[config.mk]
export PLATFORM = sky130hd
export DESIGN_NAME = dlx_inst_encoder_flat
export DESIGN_NICKNAME = d
export VERILOG_FILES = /design/src/rtl/dlx_pkg.sv /design/src/rtl/dlx_inst_encoder_if.sv /design/src/rtl/dlx_field_pack.sv /design/src/rtl/dlx_inst_encoder.sv /design/src/flat_wrapper.sv
export SDC_FILE = /design/constraint.sdc
export NUM_CORES = 1
export LEC_CHECK = 0
export CAP_MARGIN = 30
export CORE_MARGIN = 1.5
export CORE_UTILIZATION = 45
export CTS_BUF_LIST = sky130_fd_sc_hd__clkbuf_2
export DETAILED_ROUTE_END_ITERATION = 12
export PLACE_DENSITY = 0.95
export SYNTH_ARGS = -nofsm -noshare
export SYNTH_HDL_FRONTEND = slang
export SYNTH_SLANG_ARGS = --single-unit
export TNS_END_PERCENT = 30
[constraint.sdc]
create_clock -name clk -period 2.3 [get_ports clk]
set_input_delay 0.46 -clock clk [delete_from_list [all_inputs] [get_ports clk]]
set_output_delay 0.46 -clock clk [all_outputs]
set_load 0.05 [all_outputs]
[src/rtl/dlx_pkg.sv]
// dlx_pkg: opcode / function-code constants, field positions and shared
// enums for the DLX instruction encoder (and its decoder counterpart).
// Optional build macro: DLX_ENC_RANGE_CHECK_EN (enables immediate-fit helpers use).
package dlx_pkg;

    // Opcodes (inst[31:26])
    localparam logic [5:0] OP_RTYPE = 6'h00;
    localparam logic [5:0] OP_FTYPE = 6'h01;
    localparam logic [5:0] OP_J     = 6'h02;
    localparam logic [5:0] OP_JAL   = 6'h03;
    localparam logic [5:0] OP_BEQZ  = 6'h04;
    localparam logic [5:0] OP_BNEZ  = 6'h05;
    localparam logic [5:0] OP_ADDI  = 6'h08;
    localparam logic [5:0] OP_ADDUI = 6'h09;
    localparam logic [5:0] OP_SUBI  = 6'h0A;
    localparam logic [5:0] OP_SUBUI = 6'h0B;
    localparam logic [5:0] OP_ANDI  = 6'h0C;
    localparam logic [5:0] OP_ORI   = 6'h0D;
    localparam logic [5:0] OP_XORI  = 6'h0E;
    localparam logic [5:0] OP_LHI   = 6'h0F;
    localparam logic [5:0] OP_JR    = 6'h12;
    localparam logic [5:0] OP_JALR  = 6'h13;
    localparam logic [5:0] OP_SLLI  = 6'h14;
    localparam logic [5:0] OP_SRLI  = 6'h16;
    localparam logic [5:0] OP_SRAI  = 6'h17;
    localparam logic [5:0] OP_SEQI  = 6'h18;
    localparam logic [5:0] OP_SNEI  = 6'h19;
    localparam logic [5:0] OP_SLTI  = 6'h1A;
    localparam logic [5:0] OP_SGTI  = 6'h1B;
    localparam logic [5:0] OP_SLEI  = 6'h1C;
    localparam logic [5:0] OP_SGEI  = 6'h1D;
    localparam logic [5:0] OP_LB    = 6'h20;
    localparam logic [5:0] OP_LH    = 6'h21;
    localparam logic [5:0] OP_LW    = 6'h23;
    localparam logic [5:0] OP_LBU   = 6'h24;
    localparam logic [5:0] OP_LHU   = 6'h25;
    localparam logic [5:0] OP_SB    = 6'h28;
    localparam logic [5:0] OP_SH    = 6'h29;
    localparam logic [5:0] OP_SW    = 6'h2B;

    // R-type function codes (inst[5:0])
    localparam logic [5:0] FN_SLL  = 6'h04;
    localparam logic [5:0] FN_SRL  = 6'h06;
    localparam logic [5:0] FN_SRA  = 6'h07;
    localparam logic [5:0] FN_ADD  = 6'h20;
    localparam logic [5:0] FN_ADDU = 6'h21;
    localparam logic [5:0] FN_SUB  = 6'h22;
    localparam logic [5:0] FN_SUBU = 6'h23;
    localparam logic [5:0] FN_AND  = 6'h24;
    localparam logic [5:0] FN_OR   = 6'h25;
    localparam logic [5:0] FN_XOR  = 6'h26;

    // Field bit positions
    localparam int OP_LSB   = 26;
    localparam int RS1_LSB  = 21;
    localparam int RS2_LSB  = 16;
    localparam int RD_R_LSB = 11;
    localparam int RD_I_LSB = 16;

    typedef enum logic [1:0] {FMT_R, FMT_I, FMT_J} dlx_fmt_e;

    typedef enum logic [1:0] {ST_IDLE, ST_RUN, ST_DRAIN, ST_FULL} enc_state_e;

    // Immediate-fit helpers for the optional range check
    function automatic logic fits_s16(input logic [25:0] imm);
        return (&imm[25:15]) || !(|imm[25:15]);
    endfunction

    function automatic logic fits_u16(input logic [25:0] imm);
        return !(|imm[25:16]);
    endfunction

    function automatic logic fits_u5(input logic [25:0] imm);
        return !(|imm[25:5]);
    endfunction

endpackage

[src/rtl/dlx_inst_encoder_if.sv]
// dlx_inst_encoder_if: request bus into the encoder plus the
// instruction-memory write bus out of it.
interface dlx_inst_encoder_if #(
    parameter int ADDR_W = 10
);
    logic              in_valid;
    logic              in_ready;
    logic [5:0]        in_opcode;
    logic [5:0]        in_func;
    logic [4:0]        in_rs1;
    logic [4:0]        in_rs2;
    logic [4:0]        in_rd;
    logic [25:0]       in_imm;
    logic              wr_valid;
    logic              wr_ready;
    logic [ADDR_W-1:0] wr_addr;
    logic [31:0]       wr_data;

    // Requester / memory side
    modport master (
        output in_valid, in_opcode, in_func, in_rs1, in_rs2, in_rd, in_imm, wr_ready,
        input  in_ready, wr_valid, wr_addr, wr_data
    );

    // Encoder side
    modport slave (
        input  in_valid, in_opcode, in_func, in_rs1, in_rs2, in_rd, in_imm, wr_ready,
        output in_ready, wr_valid, wr_addr, wr_data
    );
endinterface

[src/rtl/dlx_field_pack.sv]
// dlx_field_pack: combinational field packer. Picks the format from the
// opcode, assembles the 32-bit word and flags illegal requests.
// Optional build macro: DLX_ENC_RANGE_CHECK_EN (immediates that do not fit
// their field become illegal instead of being truncated).
module dlx_field_pack
    import dlx_pkg::*;
(
    input  logic [5:0]  opcode_i,
    input  logic [5:0]  func_i,
    input  logic [4:0]  rs1_i,
    input  logic [4:0]  rs2_i,
    input  logic [4:0]  rd_i,
    input  logic [25:0] imm_i,
    output dlx_fmt_e    fmt_o,
    output logic [31:0] word_o,
    output logic        legal_o
);
    logic op_legal;

    // Format select and word assembly; defaults cover the plain I-type case
    always_comb begin
        fmt_o    = FMT_I;
        word_o   = {opcode_i, rs1_i, rd_i, imm_i[15:0]};
        op_legal = 1'b1;
        case (opcode_i)
            OP_RTYPE, OP_FTYPE: begin
                fmt_o  = FMT_R;
                word_o = {opcode_i, rs1_i, rs2_i, rd_i, 5'b0, func_i};
            end
            OP_J, OP_JAL: begin
                fmt_o  = FMT_J;
                word_o = {opcode_i, imm_i};
            end
            OP_JR, OP_JALR: begin
                word_o = {opcode_i, rs1_i, 5'b0, 16'b0};
            end
            OP_BEQZ, OP_BNEZ, OP_ADDI, OP_ADDUI, OP_SUBI, OP_SUBUI,
            OP_ANDI, OP_ORI, OP_XORI, OP_LHI,
            OP_SLLI, OP_SRLI, OP_SRAI,
            OP_SEQI, OP_SNEI, OP_SLTI, OP_SGTI, OP_SLEI, OP_SGEI,
            OP_LB, OP_LH, OP_LW, OP_LBU, OP_LHU,
            OP_SB, OP_SH, OP_SW: ;
            default: op_legal = 1'b0;
        endcase
    end

`ifdef DLX_ENC_RANGE_CHECK_EN
    logic rng_ok;

    // Immediate must be representable in the field the opcode uses
    always_comb begin
        rng_ok = 1'b1;
        case (opcode_i)
            OP_BEQZ, OP_BNEZ, OP_ADDI, OP_SUBI,
            OP_SEQI, OP_SNEI, OP_SLTI, OP_SGTI, OP_SLEI, OP_SGEI,
            OP_LB, OP_LH, OP_LW, OP_LBU, OP_LHU,
            OP_SB, OP_SH, OP_SW:                       rng_ok = fits_s16(imm_i);
            OP_ADDUI, OP_SUBUI, OP_ANDI, OP_ORI,
            OP_XORI, OP_LHI:                           rng_ok = fits_u16(imm_i);
            OP_SLLI, OP_SRLI, OP_SRAI:                 rng_ok = fits_u5(imm_i);
            default:                                   rng_ok = 1'b1;
        endcase
    end

    assign legal_o = op_legal && rng_ok;
`else
    assign legal_o = op_legal;
`endif

endmodule

[src/rtl/dlx_inst_encoder.sv]
// dlx_inst_encoder: accepts field requests, packs them into DLX words and
// streams them to the instruction memory at auto-incrementing addresses.
// Owns the run/drain/full FSM, address counter, output register and error
// tracking. Optional build macro: DLX_ENC_RANGE_CHECK_EN.
module dlx_inst_encoder
    import dlx_pkg::*;
#(
    parameter int ADDR_W    = 10,
    parameter int BASE_ADDR = 0
) (
    input  logic                clk,
    input  logic                rst,
    input  logic                start,
    dlx_inst_encoder_if.slave   bus,
    output logic                err,
    output logic [7:0]          err_count,
    output logic                full
);
    localparam logic [ADDR_W-1:0] ADDR_MAX = '1;
    localparam logic [ADDR_W-1:0] ADDR_BASE = ADDR_W'(BASE_ADDR);

    enc_state_e        state_q, state_d;
    logic              out_vld_q, out_vld_d;
    logic [ADDR_W-1:0] addr_q, addr_d;
    logic [31:0]       data_q, data_d;
    logic              err_q, err_d;
    logic [7:0]        cnt_q, cnt_d;

    logic              in_rdy;
    logic              accept;
    logic              wr_fire;
    logic [ADDR_W-1:0] tgt_addr;

    dlx_fmt_e          pack_fmt;
    logic [31:0]       pack_word;
    logic              pack_legal;

    dlx_field_pack u_pack (
        .opcode_i (bus.in_opcode),
        .func_i   (bus.in_func),
        .rs1_i    (bus.in_rs1),
        .rs2_i    (bus.in_rs2),
        .rd_i     (bus.in_rd),
        .imm_i    (bus.in_imm),
        .fmt_o    (pack_fmt),
        .word_o   (pack_word),
        .legal_o  (pack_legal)
    );

    // Next-state, counter and output-register update
    always_comb begin
        state_d   = state_q;
        out_vld_d = out_vld_q;
        addr_d    = addr_q;
        data_d    = data_q;
        err_d     = err_q;
        cnt_d     = cnt_q;

        in_rdy  = (state_q == ST_RUN) && (!out_vld_q || bus.wr_ready);
        accept  = bus.in_valid && in_rdy;
        wr_fire = out_vld_q && bus.wr_ready;
        // An accept alongside a completing write lands one slot further on
        tgt_addr = out_vld_q ? addr_q + 1'b1 : addr_q;

        if (wr_fire) begin
            out_vld_d = 1'b0;
            if (addr_q != ADDR_MAX) addr_d = addr_q + 1'b1;
        end

        if (accept) begin
            if (pack_legal) begin
                out_vld_d = 1'b1;
                data_d    = pack_word;
                if (tgt_addr == ADDR_MAX) state_d = ST_DRAIN;
            end else begin
                err_d = 1'b1;
                if (cnt_q != 8'hFF) cnt_d = cnt_q + 8'd1;
            end
        end

        case (state_q)
            ST_IDLE, ST_FULL: begin
                if (start) begin
                    state_d = ST_RUN;
                    addr_d  = ADDR_BASE;
                    err_d   = 1'b0;
                    cnt_d   = 8'd0;
                end
            end
            ST_DRAIN: if (wr_fire) state_d = ST_FULL;
            default: ;
        endcase
    end

    // State and datapath registers; reset discards any pending word
    always_ff @(posedge clk) begin
        if (rst) begin
            state_q   <= ST_IDLE;
            out_vld_q <= 1'b0;
            addr_q    <= ADDR_BASE;
            data_q    <= 32'd0;
            err_q     <= 1'b0;
            cnt_q     <= 8'd0;
        end else begin
            state_q   <= state_d;
            out_vld_q <= out_vld_d;
            addr_q    <= addr_d;
            data_q    <= data_d;
            err_q     <= err_d;
            cnt_q     <= cnt_d;
        end
    end

    // A legal J-type word always carries the raw 26-bit offset
    always_comb begin
        if (pack_legal && pack_fmt == FMT_J) assert (pack_word[25:0] == bus.in_imm);
    end

    assign bus.in_ready = in_rdy;
    assign bus.wr_valid = out_vld_q;
    assign bus.wr_addr  = addr_q;
    assign bus.wr_data  = data_q;
    assign err          = err_q;
    assign err_count    = cnt_q;
    assign full         = (state_q == ST_FULL);

endmodule
[src/flat_wrapper.sv]
// flat-port wrapper written by rule: the top's interface ports become plain ports
module dlx_inst_encoder_flat import dlx_pkg::*;
#(
    parameter int ADDR_W    = 10,
    parameter int BASE_ADDR = 0
)
  (clk, rst, start, err, err_count, full, bus_in_valid, bus_in_opcode, bus_in_func, bus_in_rs1, bus_in_rs2, bus_in_rd, bus_in_imm, bus_wr_ready, bus_in_ready, bus_wr_valid, bus_wr_addr, bus_wr_data);
  dlx_inst_encoder_if #(.ADDR_W(ADDR_W)) bus_i ();
  input  logic clk;
  input  logic rst;
  input  logic start;
  output logic err;
  output logic [7:0] err_count;
  output logic full;
  input wire logic [$bits(bus_i.in_valid)-1:0] bus_in_valid;
  input wire logic [$bits(bus_i.in_opcode)-1:0] bus_in_opcode;
  input wire logic [$bits(bus_i.in_func)-1:0] bus_in_func;
  input wire logic [$bits(bus_i.in_rs1)-1:0] bus_in_rs1;
  input wire logic [$bits(bus_i.in_rs2)-1:0] bus_in_rs2;
  input wire logic [$bits(bus_i.in_rd)-1:0] bus_in_rd;
  input wire logic [$bits(bus_i.in_imm)-1:0] bus_in_imm;
  input wire logic [$bits(bus_i.wr_ready)-1:0] bus_wr_ready;
  output wire logic [$bits(bus_i.in_ready)-1:0] bus_in_ready;
  output wire logic [$bits(bus_i.wr_valid)-1:0] bus_wr_valid;
  output wire logic [$bits(bus_i.wr_addr)-1:0] bus_wr_addr;
  output wire logic [$bits(bus_i.wr_data)-1:0] bus_wr_data;
  assign bus_i.in_valid = bus_in_valid;
  assign bus_i.in_opcode = bus_in_opcode;
  assign bus_i.in_func = bus_in_func;
  assign bus_i.in_rs1 = bus_in_rs1;
  assign bus_i.in_rs2 = bus_in_rs2;
  assign bus_i.in_rd = bus_in_rd;
  assign bus_i.in_imm = bus_in_imm;
  assign bus_i.wr_ready = bus_wr_ready;
  assign bus_in_ready = bus_i.in_ready;
  assign bus_wr_valid = bus_i.wr_valid;
  assign bus_wr_addr = bus_i.wr_addr;
  assign bus_wr_data = bus_i.wr_data;
  dlx_inst_encoder #(.ADDR_W(ADDR_W), .BASE_ADDR(BASE_ADDR)) u_core (.clk(clk), .rst(rst), .start(start), .bus(bus_i), .err(err), .err_count(err_count), .full(full));
endmodule
# Yosys cells after proc, flatten, opt, wreduce, memory -nomap -nowiden
# Cells that the tools add are included.
# totals
reg_bits,54
in_bits,58
output_inout_bits,54
# classes
addsub,2
eq_ne,38
n_mux,25
n_reduce_logical,13
# op_table
operator,count
$pmux 26 s3,1
$eq 6x5->1 const B,11
$mux 10,5
$eq 6x4->1 const B,8
$eq 6x6->1 const B,8
$mux 8,5
$reduce_or 33->1,1
$eq 6x2->1 const B,2
$eq 6x3->1 const B,2
$add 10x1->10 const B,1
$eq 10x10->1 const B,1
$mux 2,5
$ne 10x10->1 const B,1
$add 8x1->8 const B,1
$mux 1,8
$ne 8x8->1 const B,1
$reduce_or 2->1,4
$eq 6x1->1 const B,1
$logic_not 6->1,1
$eq 2x2->1 const B,2
$pmux 2 s2,1
$logic_and 1x1->1,3
$eq 2x1->1 const B,1
$logic_not 2->1,1
other kinds (3),3

# Logic depth before layout (Yosys ltp)
# Gate-level depths: netlist (run 1).
# logic_depth
word_depth,8
depth_mapped,8

# Cells and area by module
# Synthesis (run 1) repeated with hierarchy kept, for this count alone.
# unflattened
hier_cells,346
hier_area_um2,2864.0
# modules_own_cells
mod,n_inst,cells_each,area_each_um2,seq_area_each_um2
dlx_inst_encoder,1,288,2309.7,1081.0
dlx_field_pack,1,58,554.3,0.0

# Worst setup path before layout (run 1)
# Ideal clock, no wire load.
# synth_path
path_kind,register -> register
start,"reg u_core.addr_q[0], in the netlist u_core.bus.wr_addr[0]"
end,reg u_core.state_q[0]
setup_ns,0.142
arrival_ns,2.149
path_slack_ns,0.009
path_stages_with_launch,8
synth_period_minus_slack_ns,2.291
path_cell_list,dfxtp_1 ha_1 clkbuf_1 nand3_1 mux2i_1 a21oi_1 a2111oi_0 o211ai_1
# synth_between
elab_chain_len,8
elab_cells_between_ends,9
# synth_lines
item,line_no,source
start: declaration,dlx_inst_encoder.sv:24,"logic [ADDR_W-1:0] addr_q, addr_d;"
start signal: assignment,dlx_inst_encoder.sv:107,addr_q <= addr_d;
$add 10x1->10,dlx_inst_encoder.sv:63,tgt_addr = out_vld_q ? addr_q + 1'b1 : addr_q;
$mux 10 (*),dlx_inst_encoder.sv:63,
$eq 10x10->1 (*),dlx_inst_encoder.sv:74,if (tgt_addr == ADDR_MAX) state_d = ST_DRAIN;
$mux 2 (*),dlx_inst_encoder.sv:74,
$mux 2 (*),dlx_inst_encoder.sv:71,if (pack_legal) begin
$mux 2 (*),dlx_inst_encoder.sv:70,if (accept) begin
"$mux 2, on equally long branches","dlx_inst_encoder.sv:90, dlx_inst_encoder.sv:83",
$pmux 2 s2 (*),dlx_inst_encoder.sv:81,case (state_q)
end signal: assignment,dlx_inst_encoder.sv:105,state_q <= state_d;
end: declaration,dlx_inst_encoder.sv:22,"enc_state_e state_q, state_d;"
# Mark *: on every way between the ends. The rest lies on a longest branch, timed or not.
# A chain may end at the register's enable or synchronous reset.

# Final worst setup path (run 1)
# layout_path
start,"reg u_core.addr_q[7], in the netlist u_core.bus.wr_addr[7]"
end,out bus_wr_addr[7]
# layout_lines
item,line_no,source
end: declaration,flat_wrapper.sv:25,output wire logic [$bits(bus_i.wr_addr)-1:0] bus_wr_addr;
# No word-level cell between the ends.

==> results.cfg, run 1 <==
[finish]
fin_nets = 525
layout-drive-gt1-share_pct = 7.78
fin_cells = 538
syn2layout_area_growth_pct = 49.8
antennaDiodeCount = 0

[clocking]
clk_path_buf_depth = 2
root_buffer = clkbuf_2
cts_buffers = 5
cts_tree = yes
htreeDepth = 2
clk_latency_ns = 0.46
hold_buffers = 0
clkTransAtPathRegs_ns = 0.25
numClockSinks = 54

[timing]
slew_headroom_pct = 44.8
setup_viol = 0
skew_ns = 0.0315
fmax_ghz = 0.457
tightestPinTransition_ns = 0.827
finalCritPeriodShare_pct = 95.2
fin_ws_ns = 0.110
layout_min_cycle_time_ns = 2.19
slew_viol_final = 0
rsz0062_at_grt = no
hold_viol = 0

[yosys]
syn_area_um2 = 2770
ys_warn_count = 0
synthCells = 349
yosys-top-cells-area = dfxtp_1 (39%), nand2_1 (6.1%), nor2_1 (5.6%), a21oi_1 (4.7%), nand3_1 (4.3%)
yosys.cell_types.count = 51
syn_nets = 412
synth_area_leader_cell = dfxtp_1
synth-seq-cells = 54
ys.flop_type = dfxtp_1
synth_top_area_share_pct = 39.1
yosysSeqAreaShare_pct = 39.1
syn_area_per_cell_um2 = 7.92
async_flop_share_pct = 0
synth_edf_count = 0

[critical_path]
required_ns = 1.84
crit_fanout = 5
start_kind = flip-flop
critPathLaunch = u_core.bus.wr_addr[7]$_SDFF_PP0_
crit_buf_inv = 1
cp-endpoint = bus_wr_addr[7]
cp_data_arrival_time_ns = 1.73
ff2ff_path_depth = 7
slowest_delay_ns = 0.83
path_depth = 1
crit_type = reg -> out
crit_slowest_cell = clkdlybuf4s50_1
end_kind = output pin
path_cells = clkdlybuf4s50_1
reg2reg_from = u_core.bus.wr_addr[1]$_SDFF_PP0_
r2r-end = u_core.state_q[1]$_SDFF_PP0_
crit_family = buffers and inverters
r2r_slack_ns = 0.12

[floorplan]
io_pins = 112
die_x_um = 81.4
std_cell_rows = 28
die_area_um2 = 6620
die_h_um = 81.4
core_um2 = 5920
start_util_pct = 46.7

[drt]
drt_wl_total_mm = 8.70
drt_iter0_drc = 234
drc = 0
first_pass_iters = 4
vias = 3147
wl_per_cell_um = 16.2
viasPerCell = 5.85
antenna_left = 0

[placed_design]
placed_cells_incl_taps = 530
hpwl_mm = 6.31
portBuffers = 111
place_ws_ns = -0.266
place_congestion = 0.920

[global_route]
grt_pass1_vias = 2835
grt_overflow = 0
grt_max_degree = 35
antenna_found_initial = 0
grt_pass1_wl_mm = 13.4
track_usage_pct = 25.6

[pwr]
leakage_nw = 1.67
ir_worst_vdd_mv = 0.444
powerDensity_nw_per_um2 = 598

[flow_run]
maxCapViolations = 0

[status]
status = finished clean

[worst_hold_path]
min_path_type = reg -> reg
[registers in the layout, summed over array words and instances (netlist names)]
name,count
u_core.bus.wr_addr,10
u_core.err_count,8
u_core.bus.wr_data,32
u_core.err,1
u_core.state_q,2
u_core.bus.wr_valid,1
[repair_timing]
| action | 4_1_cts | 5_1_grt |
|---|---|---|
| setup endpoints to repair | 7 | 10 |
| resized for setup | 7 | 10 |
| buffers inserted | 0 | 0 |
[metrics by stage]
step                instance area [um^2]  power [W]  TNS [ns]  hold WS [ns]  utilization, %
global placement                    4060    0.00197     -3.45         0.440            68.6
detailed placement                  4060    0.00200     -5.65         0.447            68.6
finish                              4140    0.00248         0         0.471            69.9
global route                        4140    0.00260         0         0.484            69.9
floorplan                           2770    0.00162         0         0.596               -
CTS                                 4120    0.00249         0         0.474            69.5
[cell families after synthesis]
group,Yosys count,synth area share (%)
AND/OR/NAND/NOR,161,27.7
AO/OA/AOI/OAI,88,22.8
flip-flops,54,39.1
buffers and inverters,31,4.84
XOR/XNOR,7,2.22
adder cells (fa/ha/maj),5,2.26
multiplexers,3,1.09
[Yosys cell counts, types with 5 or more instances]
library cell / instances
xor2_1: 6
nand2_1: 45
o21ai_0: 11
a221oi_1: 11
a311oi_1: 6
a211o_1: 7
nor3_1: 16
nor2_1: 41
nand2b_1: 8
ha_1: 5
nand4_1: 6
buf_2: 8
dfxtp_1: 54
clkbuf_1: 16
nand3_1: 24
a21oi_1: 26
[cell usage in the layout, fill, tap and decap left out, drive strengths merged, types with 3 or more instances in the layout]
| cell | n |
|---|---|
| clkdlybuf4s50 | 93 |
| dfxtp | 54 |
| nand2 | 45 |
| nor2 | 41 |
| a21oi | 26 |
| buf | 25 |
| nand3 | 24 |
| nor3 | 16 |
| a221oi | 11 |
| o21ai | 11 |
| dlymetal6s2s | 10 |
| nand2b | 8 |
| a211o | 7 |
| dlygate4sd2 | 7 |
| nand4 | 6 |
| xor2 | 6 |
| a311oi | 6 |
| ha | 5 |
| clkbuf | 5 |
| and3 | 4 |
| o311ai | 4 |
| and2 | 3 |
| and4 | 3 |
| mux2i | 3 |
| nor4 | 3 |
| a211oi | 3 |
[per-layer routing]
layer | GRT usage (%) | vias to the layer above | part of all wire [%]
li1 | - | 1510 | -
met1 | 33.8 | 1481 | 42
met2 | 40.7 | 131 | 49
met3 | 5.28 | 25 | 6.3
met4 | 9.66 | 0 | 2.7
met5 | 0 | - | 0
[where the power goes]
| group | switching [W] | internal (W) |
|---|---|---|
| logic | 0.000555 | 0.000379 |
| registers | 0.0000443 | 0.00101 |
| clock network | 0.000305 | 0.000180 |
| total | 0.000904 | 0.00157 |
[worst min-delay path by stage]
stage / end / cells past startpoint / start / slack (ns)
after global placement: u_core.bus.wr_data[17]$_SDFFE_PP0P_ / 2 / u_core.bus.wr_data[17]$_SDFFE_PP0P_ / 0.44
final: u_core.bus.wr_data[7]$_SDFFE_PP0P_ / 2 / u_core.bus.wr_data[7]$_SDFFE_PP0P_ / 0.47
after detailed placement: u_core.bus.wr_data[10]$_SDFFE_PP0P_ / 2 / u_core.bus.wr_data[10]$_SDFFE_PP0P_ / 0.45
after global routing: u_core.bus.wr_data[10]$_SDFFE_PP0P_ / 2 / u_core.bus.wr_data[10]$_SDFFE_PP0P_ / 0.48
after floorplan: u_core.bus.wr_data[26]$_SDFFE_PP0P_ / 2 / bus_in_opcode[0] / 0.60
after CTS: u_core.bus.wr_data[10]$_SDFFE_PP0P_ / 2 / u_core.bus.wr_data[10]$_SDFFE_PP0P_ / 0.47
[layout make-up]
cell class	instances	area, um^2
fill	471	1780
multi-input combinational	264	1560
timing repair buffer	135	1330
sequential	54	1080
tap	75	93.8
clock inverter	3	40.0
clock buffer	5	25.0
inverter	2	7.51
Note: power is estimated with default switching activity, not from simulation.
==> run 2, diff against run 1 <==
- PLACE_DENSITY: 0.95 -> 0.83
- clock period: 2.3 -> 2.5 ns (I/O delays scaled with it)
==> run 2 against run 1 <==
First-iteration DRC count down 29%. Utilization down 1.5 points. Largest power group unchanged. Combinational power down 9.5%. Non-clock buffer count down 7. Via count down 3.2%. Clock-buffer cell count unchanged. Sequential power down 8%. Total power down 13%. Worst setup slack better by 0.017 ns. Critical path type unchanged.
==> results.cfg, run 2 (synthesis gave the netlist of run 1 again) <==
[pwr]
seqPwrFrac_pct = 45.5
p_sw_share_pct = 37.8
powerDensity_nw_per_um2 = 529
leakage_nw = 1.44
pwr-share-clk_pct = 15.0
p_int_w = 0.00133
power.switching_w = 0.000809
p_comb_share_pct = 39.5
ir_worst_vdd_mv = 0.345

[status]
status = finished clean

[clocking]
cts_buffers = 5
clk_path_buf_depth = 2
cts_tree = yes
root_buffer = clkbuf_2
htreeDepth = 2
hold_buffers = 0
clk_latency_ns = 0.43
clkTransAtPathRegs_ns = 0.27
post_cts_buffers = 0
numClockSinks = 54

[drt]
first_pass_iters = 5
vias = 3046
wl_per_cell_um = 15.5
drt_iter0_drc = 166
viasPerCell = 5.76
antenna_left = 0
drc = 0
drt_wl_total_mm = 8.20

[critical_path]
path_cells = clkdlybuf4s50_1
crit_type = reg -> out
required_ns = 2.00
start_kind = flip-flop
crit_fanout = 8
end_kind = output pin
crit_family = buffers and inverters
crit_buf_inv = 1
crit_slowest_cell = clkdlybuf4s50_1
slowest_delay_ns = 0.87
cp_data_arrival_time_ns = 1.87

[finish]
final_common_cell = clkdlybuf4s50_1
syn2layout_area_growth_pct = 46.6
antennaDiodeCount = 0
largest_register_ffs = 32
final_area_um2 = 4050
layout-drive-gt1-share_pct = 5.73
fin_nets = 518
final_cell_mix = clkdlybuf4s50_1 (107), dfxtp_1 (54), nand2_1 (45), nor2_1 (41), a21oi_1 (26)

[placed_design]
place_ws_ns = -0.0750
postPlaceCellArea_um2 = 4020
place_congestion = 0.880
portBuffers = 111
hpwl_mm = 6.01

[global_route]
grt_pass1_vias = 2701
track_usage_pct = 24.9
antenna_found_initial = 0
grt_pass1_wl_mm = 12.9
grt_overflow = 0
grt_max_degree = 35

[timing]
rsz0062_at_grt = no
setup_viol = 0
layout_min_cycle_time_ns = 2.37
fin_ws_ns = 0.127
skew_ns = 0.0211
tightestPinTransition_ns = 0.821
finalCritPeriodShare_pct = 94.9
fmax_ghz = 0.421
hold_viol = 0
slew_headroom_pct = 45.2
slew_viol_final = 0

[floorplan]
core_um2 = 5920
die_h_um = 81.4
io_pins = 112
start_util_pct = 46.7
die_area_um2 = 6620
die_x_um = 81.4
std_cell_rows = 28

[worst_hold_path]
min_path_type = reg -> reg

[flow_run]
maxCapViolations = 0
[run 2: cell count changes in the layout (fill, tap and decap cells not counted)]
cell             delta
buf_12              +1
buf_4               -8
bufinv_16           -1
clkdlybuf4s50_1    +14
clkinv_1            +1
clkinv_2            -2
dlygate4sd2_1       -6
dlymetal6s2s_1      -8
[run 2: path summary, 6_finish.rpt]
| kind | end | from | cells past startpoint | slack, ns |
|---|---|---|---|---|
| worst max-delay path | bus_wr_valid | u_core.bus.wr_valid$_SDFF_PP0_ | 1 | 0.13 |
| worst min-delay path | u_core.bus.wr_data[10]$_SDFFE_PP0P_ | u_core.bus.wr_data[10]$_SDFFE_PP0P_ | 2 | 0.47 |
| worst max register to register | u_core.state_q[0]$_SDFF_PP0_ | u_core.bus.wr_addr[0]$_SDFF_PP0_ | 6 | 0.27 |
| worst min register to register | u_core.bus.wr_data[10]$_SDFFE_PP0P_ | u_core.bus.wr_data[10]$_SDFFE_PP0P_ | 2 | 0.47 |
[run 2: layer usage]
layer	share of wire, %	wire length, um	GRT usage (%)	vias up
li1	-	-	-	1488
met4	1.0	85	7.07	0
met1	44	3570	32.7	1428
met5	0	0	0	-
met3	6.2	510	5.96	8
met2	49	4030	40.5	122
[run 2: area by class of cell]
cell class / count / area (um^2)
fill: 473 / 1870
multi-input combinational: 264 / 1560
timing repair buffer: 128 / 1280
sequential: 54 / 1080
tap: 75 / 93.8
clock buffer: 5 / 25.0
inverter: 2 / 7.51
clock inverter: 1 / 3.75
[run 2: power by group through the flow]
| stage | clock (W) | sequential, W | combinational, W |
|---|---|---|---|
| after CTS | 0.000334 | 0.000974 | 0.000848 |
| after floorplan | 0 | 0.00119 | 0.000297 |
| after global routing | 0.000377 | 0.000983 | 0.000904 |
| final | 0.000322 | 0.000975 | 0.000845 |
| after detailed placement | 0 | 0.000991 | 0.000844 |
| after global placement | 0 | 0.000986 | 0.000832 |
[run 2: what timing repair did]
action                     4_1_cts  5_1_grt
setup endpoints to repair        1        2
gates cloned                     0        0
gates resized for setup          1        2
[run 2: stage by stage]
step,TNS (ns),power [W],util [%],hold slack [ns],cells
after floorplan,0,0.00149,-,0.605,349
after global placement,0,0.00182,67.9,0.437,523
after detailed placement,-0.366,0.00183,67.9,0.450,523
after CTS,0,0.00216,68.4,0.477,529
after global routing,0,0.00226,68.4,0.490,529
final,0,0.00214,68.4,0.472,529
==> run 3, diff against run 2 <==
- CORE_MARGIN: 1.5 -> 3
- clock period: 2.5 -> 2.64 ns (I/O delays scaled with it)
==> run 3 against run 2 <==
Sequential power down 5.5%. Clock power up 28%. Utilization up 2.6 points. Die area up 7.5%. Register-to-register slack better by 0.08 ns. Wire length up 3.8%. Cell count down 0.95%. Combinational power down 5.7%. Clock skew down 0.013 ns. Worst hold slack about the same. Flip-flop and latch count unchanged. Worst setup slack better by 0.020 ns. Critical path type unchanged. Critical endpoint is now bus_wr_addr[3].
==> results.cfg, run 3 (synthesis gave the netlist of run 1 again) <==
[status]
status = finished clean

[clocking]
clk_latency_ns = 0.43
clkTransAtPathRegs_ns = 0.26
clk_path_buf_depth = 2
root_buffer = clkbuf_2
cts_tree = yes
htreeDepth = 2
cts_buffers = 5
numClockSinks = 54
post_cts_buffers = 0
hold_buffers = 0

[placed_design]
portBuffers = 111
place_congestion = 0.916
postPlaceCellArea_um2 = 3990
hpwl_mm = 6.20
place_ws_ns = 0.0554
placed_cells_incl_taps = 517

[critical_path]
slowest_delay_ns = 0.89
ff2ff_path_depth = 6
r2r-end = u_core.state_q[0]$_SDFF_PP0_
cp_data_arrival_time_ns = 1.97
crit_slowest_cell = clkdlybuf4s50_1
crit_family = buffers and inverters
crit_buf_inv = 1
required_ns = 2.11
crit_fanout = 14
start_kind = flip-flop
reg2reg_from = u_core.bus.wr_addr[0]$_SDFF_PP0_
end_kind = output pin
r2r_slack_ns = 0.35
path_cells = clkdlybuf4s50_1
crit_type = reg -> out

[worst_hold_path]
min_path_type = reg -> reg
hold_start = u_core.bus.wr_data[17]$_SDFFE_PP0P_
holdPathStages = 2
worstHoldEndpoint = u_core.bus.wr_data[17]$_SDFFE_PP0P_

[drt]
drt_wl_total_mm = 8.51
first_pass_iters = 4
antenna_left = 0
drt_iter0_drc = 184
vias = 3036
viasPerCell = 5.79
drc = 0
wl_per_cell_um = 16.2

[timing]
finalCritPeriodShare_pct = 94.5
rsz0062_at_grt = no
layout_min_cycle_time_ns = 2.49
tightestPinTransition_ns = 0.700
fmax_ghz = 0.401
setup_viol = 0
skew_ns = 0.00793
fin_setup_tns_ns = 0
fin_ws_ns = 0.146
slew_headroom_pct = 52.1
hold_viol = 0
slew_viol_final = 0

[floorplan]
die_h_um = 84.4
die_x_um = 84.4
io_pins = 112
std_cell_rows = 27
die_area_um2 = 7120
start_util_pct = 48.4
core_um2 = 5710

[finish]
antennaDiodeCount = 0
final_area_um2 = 4060
fin_cells = 524
fin_nets = 515
layout-drive-gt1-share_pct = 5.31
num-fill-cells = 508
syn2layout_area_growth_pct = 46.7
largest_register_ffs = 32
final_common_cell = clkdlybuf4s50_1
final_cell_mix = clkdlybuf4s50_1 (109), dfxtp_1 (54), nand2_1 (45), nor2_1 (41), a21oi_1 (26)

[flow_run]
maxCapViolations = 0

[global_route]
gr-usage-met1_pct = 32.7
grt_max_degree = 37
antenna_found_initial = 0
grt-busiest-layer = met2
grt_util_met3_pct = 5.79
grt_pass1_wl_mm = 14.2
grt_overflow = 0
grtUsageMet2_pct = 38.8
track_usage_pct = 24.0
grt_pass1_vias = 2822

[pwr]
powerDensity_nw_per_um2 = 525
finalPower_w = 0.00213
ir_worst_vdd_mv = 0.236
leakage_nw = 1.42
run 3: changes by cell type in the layout (fill, tap and decap cells not counted), sizes merged:
cell / previous run / this run
buf: 18 / 15
clkdlybuf4s50: 107 / 109
bufinv: 0 / 1
dlymetal6s2s: 2 / 1
dlygate4sd2: 1 / 0
run 3: worst register-to-register path: cells and delay by family (launching register included):
| kind | cells | cell delay, ns |
|---|---|---|
| AO/OA/AOI/OAI | 3 | 0.96 |
| flip-flops | 1 | 0.55 |
| adder cells (fa/ha/maj) | 1 | 0.40 |
| multiplexers | 1 | 0.16 |
| AND/OR/NAND/NOR | 1 | 0.12 |
run 3: area by class of cell:
type	count	area (um^2)	share of cell area [%]
clock inverter	2	33.8	0.833
sequential	54	1080	26.7
timing repair buffer	125	1250	30.9
clock buffer	5	25.0	0.617
multi-input combinational	264	1560	38.6
inverter	2	7.51	0.185
tap	72	90.1	2.22
run 3: per-layer routing:
layer	share of wire (%)	wire [um]
met1	44	3780
met2	48	4060
met3	6.5	552
met4	1.5	124
met5	0	0
run 3: worst max path at each step:
stage	startpoint	to	slack (ns)	cells after the start
after detailed placement	bus_in_opcode[3]	u_core.state_q[0]$_SDFF_PP0_	0.06	7
after global placement	bus_in_opcode[3]	u_core.bus.wr_data[18]$_SDFFE_PP0P_	0.13	7
final	u_core.bus.wr_addr[3]$_SDFF_PP0_	bus_wr_addr[3]	0.15	1
after CTS	u_core.bus.wr_addr[2]$_SDFF_PP0_	bus_wr_addr[2]	0.09	1
after global routing	u_core.bus.wr_addr[3]$_SDFF_PP0_	bus_wr_addr[3]	0.03	1
after floorplan	u_core.bus.wr_addr[0]$_SDFF_PP0_	u_core.state_q[0]$_SDFF_PP0_	0.35	7
run 3: repair_timing:
action,in CTS,in global routing
setup endpoints to repair,0,1
endpoints found under the hold margin,0,0
resized for setup,0,1
run 3: where the power goes:
group	switching, W	internal, W	leakage, nW
clock	0.000260	0.000152	0.0365
sequential	0.0000396	0.000881	0.437
combinational	0.000475	0.000322	0.942
total	0.000775	0.00136	1.42
run 3: stage by stage:
| stage | util [%] | hold slack, ns |
|---|---|---|
| 5_1_grt | 71.0 | 0.505 |
| 3_3_place_gp | 70.0 | 0.439 |
| 2_1_floorplan | - | 0.605 |
| 4_1_cts | 71.0 | 0.476 |
| 3_5_place_dp | 70.0 | 0.448 |
| 6_report | 71.0 | 0.472 |
